## src/rtl/mips_pkg.sv

```systemverilog
// mips_pkg: shared MIPS encoding constants.
// Holds the loader's op_sel codes, the 6-bit primary opcodes and the R-type
// funct codes. The decoder uses the same constants, so encoder and decoder
// stay in agreement. Also holds the loader FSM state type.
package mips_pkg;

    // Compact op selector presented to the loader; 10..15 are illegal.
    typedef enum logic [3:0] {
        OP_SLL  = 4'd0,
        OP_OR   = 4'd1,
        OP_ADD  = 4'd2,
        OP_ADDI = 4'd3,
        OP_ANDI = 4'd4,
        OP_SW   = 4'd5,
        OP_LW   = 4'd6,
        OP_BEQ  = 4'd7,
        OP_BNE  = 4'd8,
        OP_J    = 4'd9
    } op_sel_e;

    // Primary opcodes (instruction bits [31:26]).
    localparam logic [5:0] OPC_RTYPE = 6'h00;
    localparam logic [5:0] OPC_J     = 6'h02;
    localparam logic [5:0] OPC_BEQ   = 6'h04;
    localparam logic [5:0] OPC_BNE   = 6'h05;
    localparam logic [5:0] OPC_ADDI  = 6'h08;
    localparam logic [5:0] OPC_ANDI  = 6'h0C;
    localparam logic [5:0] OPC_LW    = 6'h23;
    localparam logic [5:0] OPC_SW    = 6'h2B;

    // R-type funct codes (instruction bits [5:0]).
    localparam logic [5:0] FUNCT_SLL = 6'h00;
    localparam logic [5:0] FUNCT_ADD = 6'h20;
    localparam logic [5:0] FUNCT_OR  = 6'h25;

    typedef enum logic [1:0] {
        ST_IDLE = 2'd0,
        ST_LOAD = 2'd1,
        ST_DONE = 2'd2
    } load_state_e;

endpackage

```

## src/rtl/instr_field_packer.sv

```systemverilog
// instr_field_packer: combinational MIPS instruction packer.
// Ports:
//   i_op_sel          op selector (mips_pkg::op_sel_e codes; 10..15 illegal)
//   i_rs/i_rt/i_rd    register fields
//   i_shamt           shift amount
//   i_imm             16-bit immediate (I-type)
//   i_target          26-bit jump target (J)
//   o_word            encoded 32-bit instruction (0 when illegal)
//   o_illegal         op_sel is not a supported code
module instr_field_packer
    import mips_pkg::*;
(
    input  logic [3:0]  i_op_sel,
    input  logic [4:0]  i_rs,
    input  logic [4:0]  i_rt,
    input  logic [4:0]  i_rd,
    input  logic [4:0]  i_shamt,
    input  logic [15:0] i_imm,
    input  logic [25:0] i_target,
    output logic [31:0] o_word,
    output logic        o_illegal
);

    always_comb begin
        o_word    = 32'h0;
        o_illegal = 1'b0;
        case (i_op_sel)
            // SLL shifts rt only; rs is architecturally zero.
            OP_SLL:  o_word = {OPC_RTYPE, 5'd0, i_rt, i_rd, i_shamt, FUNCT_SLL};
            // OR/ADD do not shift; shamt must be zero.
            OP_OR:   o_word = {OPC_RTYPE, i_rs, i_rt, i_rd, 5'd0, FUNCT_OR};
            OP_ADD:  o_word = {OPC_RTYPE, i_rs, i_rt, i_rd, 5'd0, FUNCT_ADD};
            OP_ADDI: o_word = {OPC_ADDI, i_rs, i_rt, i_imm};
            OP_ANDI: o_word = {OPC_ANDI, i_rs, i_rt, i_imm};
            OP_SW:   o_word = {OPC_SW,   i_rs, i_rt, i_imm};
            OP_LW:   o_word = {OPC_LW,   i_rs, i_rt, i_imm};
            OP_BEQ:  o_word = {OPC_BEQ,  i_rs, i_rt, i_imm};
            OP_BNE:  o_word = {OPC_BNE,  i_rs, i_rt, i_imm};
            OP_J:    o_word = {OPC_J, i_target};
            default: o_illegal = 1'b1;
        endcase
    end

endmodule

```

## src/rtl/instruction_encoder_loader.sv

```systemverilog
// instruction_encoder_loader: encodes MIPS field sets into 32-bit words and
// streams them into an instruction memory, one word per cycle.
// Ports:
//   clk, reset          single clock, synchronous active-high reset
//   start, finish       open a session at address 0 / close the session
//   in_valid, in_ready  field-set handshake
//   op_sel..target      instruction fields
//   mem_we/addr/wdata   registered memory write port (1-cycle latency)
//   word_count          words written this session (saturates at DEPTH)
//   done                session closed
//   err_illegal         sticky: an illegal op_sel was accepted this session
module instruction_encoder_loader
    import mips_pkg::*;
#(
    parameter int ADDR_W = 6
) (
    input  logic              clk,
    input  logic              reset,
    input  logic              start,
    input  logic              finish,
    input  logic              in_valid,
    output logic              in_ready,
    input  logic [3:0]        op_sel,
    input  logic [4:0]        rs,
    input  logic [4:0]        rt,
    input  logic [4:0]        rd,
    input  logic [4:0]        shamt,
    input  logic [15:0]       imm,
    input  logic [25:0]       target,
    output logic              mem_we,
    output logic [ADDR_W-1:0] mem_addr,
    output logic [31:0]       mem_wdata,
    output logic [ADDR_W:0]   word_count,
    output logic              done,
    output logic              err_illegal
);

    localparam logic [ADDR_W:0] DEPTH_CNT = {1'b1, {ADDR_W{1'b0}}};
    localparam logic [ADDR_W:0] CNT_ONE   = 1;

    load_state_e       r_state;
    logic              r_mem_we;
    logic [ADDR_W-1:0] r_mem_addr;
    logic [31:0]       r_mem_wdata;
    logic [ADDR_W:0]   r_word_count;
    logic              r_done;
    logic              r_err;

    logic [31:0]       w_word;
    logic              w_illegal;
    logic              w_ready;
    logic              w_accept;
    logic              w_write;

    instr_field_packer u_packer (
        .i_op_sel  (op_sel),
        .i_rs      (rs),
        .i_rt      (rt),
        .i_rd      (rd),
        .i_shamt   (shamt),
        .i_imm     (imm),
        .i_target  (target),
        .o_word    (w_word),
        .o_illegal (w_illegal)
    );

    // Start blocks acceptance so a word can never land in the session being
    // torn down; reset blocks it so nothing is accepted in the reset cycle.
    // A full memory stops acceptance instead of wrapping.
    assign w_ready  = (r_state == ST_LOAD) && (r_word_count != DEPTH_CNT)
                      && !start && !reset;
    assign w_accept = in_valid && w_ready;
    assign w_write  = w_accept && !w_illegal;

    always_ff @(posedge clk) begin
        if (reset) begin
            r_state      <= ST_IDLE;
            r_mem_we     <= 1'b0;
            r_mem_addr   <= '0;
            r_mem_wdata  <= '0;
            r_word_count <= '0;
            r_done       <= 1'b0;
            r_err        <= 1'b0;
        end else begin
            r_mem_we <= w_write;
            if (w_write) begin
                r_mem_addr  <= r_word_count[ADDR_W-1:0];
                r_mem_wdata <= w_word;
            end

            if (start) begin
                // A write registered last cycle is already on the port and
                // completes at its old address; only the counters restart.
                r_state      <= ST_LOAD;
                r_done       <= 1'b0;
                r_word_count <= '0;
                r_err        <= 1'b0;
            end else begin
                if (w_accept) begin
                    if (w_illegal) r_err <= 1'b1;
                    else           r_word_count <= r_word_count + CNT_ONE;
                end
                // A same-cycle accept is still written (handled above).
                if (r_state == ST_LOAD && finish) begin
                    r_state <= ST_DONE;
                    r_done  <= 1'b1;
                end
            end
        end
    end

    assign in_ready    = w_ready;
    assign mem_we      = r_mem_we;
    assign mem_addr    = r_mem_addr;
    assign mem_wdata   = r_mem_wdata;
    assign word_count  = r_word_count;
    assign done        = r_done;
    assign err_illegal = r_err;

endmodule

```

## config.mk

```make
export PLATFORM = sky130hd
export DESIGN_NAME = instruction_encoder_loader
export DESIGN_NICKNAME = d
export VERILOG_FILES = /design/src/rtl/mips_pkg.sv /design/src/rtl/instr_field_packer.sv /design/src/rtl/instruction_encoder_loader.sv
export SDC_FILE = /design/constraint.sdc
export NUM_CORES = 1
export LEC_CHECK = 0
export BUFFER_PORTS_ARGS = -buffer_cell sky130_fd_sc_hd__buf_2
export CAP_MARGIN = 20
export CORE_MARGIN = 2
export CORE_UTILIZATION = 43
export DETAILED_ROUTE_END_ITERATION = 10
export PLACE_DENSITY = 0.88
export SLEW_MARGIN = 25
export SYNTH_ARGS = -nofsm -noshare
export SYNTH_HDL_FRONTEND = slang
export SYNTH_HIERARCHICAL = 1
export SYNTH_SLANG_ARGS = --single-unit
```

## constraint.sdc

```tcl
create_clock -name clk -period 1.8 [get_ports clk]
set_input_delay 0.09 -clock clk [delete_from_list [all_inputs] [get_ports clk]]
set_output_delay 0.09 -clock clk [all_outputs]
set_load 0.005 [all_outputs]
```

==> impl_metrics.toml <==
[detailed_routing]
dr.pass1.iters = 4
routed-via-count = 3107
wl_mm = 8.61
wire_per_inst_um = 16.2
viasPerCell = 5.84
route.detailed.drc = 0
ant_nets = 0
drt_iter0_markers = 332

[pwr]
p_total_uw = 2320
ir_drop_mv = 0.436
p_leak_uw = 0.00159
p_per_area_nw_per_um2 = 626

[floorplan]
rows = 29
coreArea_um2 = 6350
start_util_pct = 44.3
die_y_um = 84.9
num_io_pins = 120
die-area_um2 = 7200
fp.dieW_um = 84.9

[grt]
grt_pass1_vias = 2743
grt_max_degree = 41
grt_overflow = 0
track_usage_pct = 22.5
grt_pass1_wl_mm = 13.2
antenna_found_initial = 0

[synth]
syn_inst = 340
synth-main-ff-cell = "dfxtp_1"
avgSynthCellArea_um2 = 8.27
ys_ff_latch = 49
synth_top_area_cell = "dfxtp_1"
synth_nets = 413
syn-cell-area_um2 = 2810
ys_seq_area_share_pct = 34.9
yosysTopAreaCellShare_pct = 34.9
ys_top_cells_by_area = "dfxtp_1 35%, a21oi_1 8.2%, nand3_1 7.7%"
async_flop_share_pct = 0
synth_commonest_cells = "49 x dfxtp_1, 46 x a21oi_1, 43 x nand3_1"
synth_edf_count = 0
yosysMostFrequentCell = "dfxtp_1"
synth_cell_types = 53
yosys_warnings = 6

[setup_path]
critPathKind = "register to register"
setup.worst_path.start = "word_count[0]$_SDFFE_PP0P_"
endpoint = "word_count[3]$_SDFFE_PP0P_"
regToRegStartpoint = "word_count[0]$_SDFFE_PP0P_"
r2r_slack_ps = -20
crit_required_ps = 2030
worstPathArrival_ps = 2050
crit_path_end_kind = "register"
startpoint_type = "register"
reg2regPathDepth = 6
cp_max_fo = 4
rr_endpoint = "word_count[3]$_SDFFE_PP0P_"

[sta]
setup-violations-final = 1
hold_viol = 0
rsz0062_at_grt = "true"
setup_tns_ps = -17.6
finalClockSkew_ps = 5.64
fmax_ghz = 0.550
slew_headroom_pct = 66.3
period_share_pct = 101
setup_ws_ps = -17.6
worst_slew_pin_slew_ps = 493
post-route-min-period_ps = 1820
slew_violations = 0

[clocking]
cts_tree = "yes"
cts_buffer_depth = 2
clock_latency_ps = 290
clkSlewWorstSetupHoldPaths_ps = 100
h-tree-depth = 2
ctsRootBufferMaster = "clkbuf_8"
clock_sinks = 49
cts_made_buffers = 5

[final_layout]
area_growth_pct = 32.1
multiInputGateArea_um2 = 1630
nets = 527
n_fill_cell = 570
regArea_um2 = 983
diodes = 0
drive_above_1_share_pct = 39.3

[flow_run]
max-cap-violations = 0

[placed_design]
io_buffers = 119
dpl.hpwl_mm = 6.03
routabilityCongestion = 0.849

[min_path]
hold_class = "input port to register"
holdPathStages = 3

[run_status]
status = "complete, but fails checks"
violations = "setup timing"
[critical path: stages, from the launching register on]
cell and delay (ps):
dfxtp_2 350, inv_2 50, ha_4 150, a311o_2 400, buf_6 140, or4_4 530
a21oi_2 130
[cell usage in the layout, fill, tap and decap left out, types with 4 or more instances in the layout]
master,Yosys,routed
buf_2,9,119
dfxtp_1,49,47
a21oi_1,46,44
nand3_1,43,43
o21ai_0,42,40
buf_4,3,20
o2bb2ai_1,15,15
mux2i_1,10,10
nor2_1,9,9
inv_1,8,6
nand2_1,6,6
clkbuf_8,0,5
and3_1,5,5
a221oi_1,5,5
a221o_1,5,5
a22o_1,5,5
a2111oi_0,4,4
[layer usage]
| metal | vias up | global-route usage, % | routed length, um |
|---|---|---|---|
| met4 | 0 | 4.47 | 72 |
| met5 | - | 0 | 0 |
| met1 | 1462 | 29.4 | 3720 |
| met3 | 8 | 5.54 | 606 |
| li1 | 1487 | - | - |
| met2 | 150 | 38.1 | 4200 |
[power by group]
part	leakage, uW	switching (uW)	internal, uW	total, uW
Combinational	0.00114	233	182	415
Sequential	0.000396	3.82	1090	1090
Clock	0.0000591	390	424	815
[flip-flops by register name, indices dropped and copies added, names as in the netlist]
register     cells
done             1
err_illegal      1
mem_addr         6
mem_wdata       32
mem_we           1
r_state          1
word_count       7
[kinds of logic (layout without fill, tap and decap cells)]
family          Yosys count  count (layout)  synth area share (%)
mux                      11              11                  3.96
other cells               1               1                 0.133
simple gates             90              90                  17.5
xor+xnor                  2               2                 0.623
compound gates          139             139                  33.0
fa+ha+maj                 2               2                 0.890
flops                    49              49                  34.9
buf+inv                  46             161                  8.94
[area by class of cell]
cell class                 count  area share [%]
multi-input combinational    245            43.9
sequential                    49            26.5
timing repair buffer         144            23.0
tap                           77            2.59
clock buffer                   5            1.85
clock inverter                 3            1.28
inverter                       9           0.910
[what timing repair did]
action	4_1_cts	5_1_grt
buffers inserted	2	0
cloned	1	1
gates resized for setup	1	14
setup endpoints to repair	1	16
pin swaps	1	5
hold buffers	0	0
[through the flow]
step	worst slack, ps	std cells	cell area, um^2	util, %	hold WS [ps]
5_1_grt	-76.3	532	3710	58.5	53.1
2_1_floorplan	1.71	340	2810	-	207
6_report	-17.6	532	3710	58.5	33.4
3_3_place_gp	131	520	3480	54.8	336
3_5_place_dp	46.6	520	3480	54.8	342
4_1_cts	8.32	531	3640	57.4	30.4
[worst min-delay path by stage]
| stage | from | end | slack, ps |
|---|---|---|---|
| 6_report | start | r_state[0]$_SDFFE_PP0P_ | 30 |
| 3_5_place_dp | start | r_state[0]$_SDFFE_PP0P_ | 340 |
| 5_1_grt | finish | done$_SDFFE_PP0P_ | 50 |
| 4_1_cts | start | r_state[0]$_SDFFE_PP0P_ | 30 |
| 3_3_place_gp | start | r_state[0]$_SDFFE_PP0P_ | 340 |
| 2_1_floorplan | start | r_state[0]$_SDFFE_PP0P_ | 210 |
Note: power is estimated with default switching activity, not from simulation.
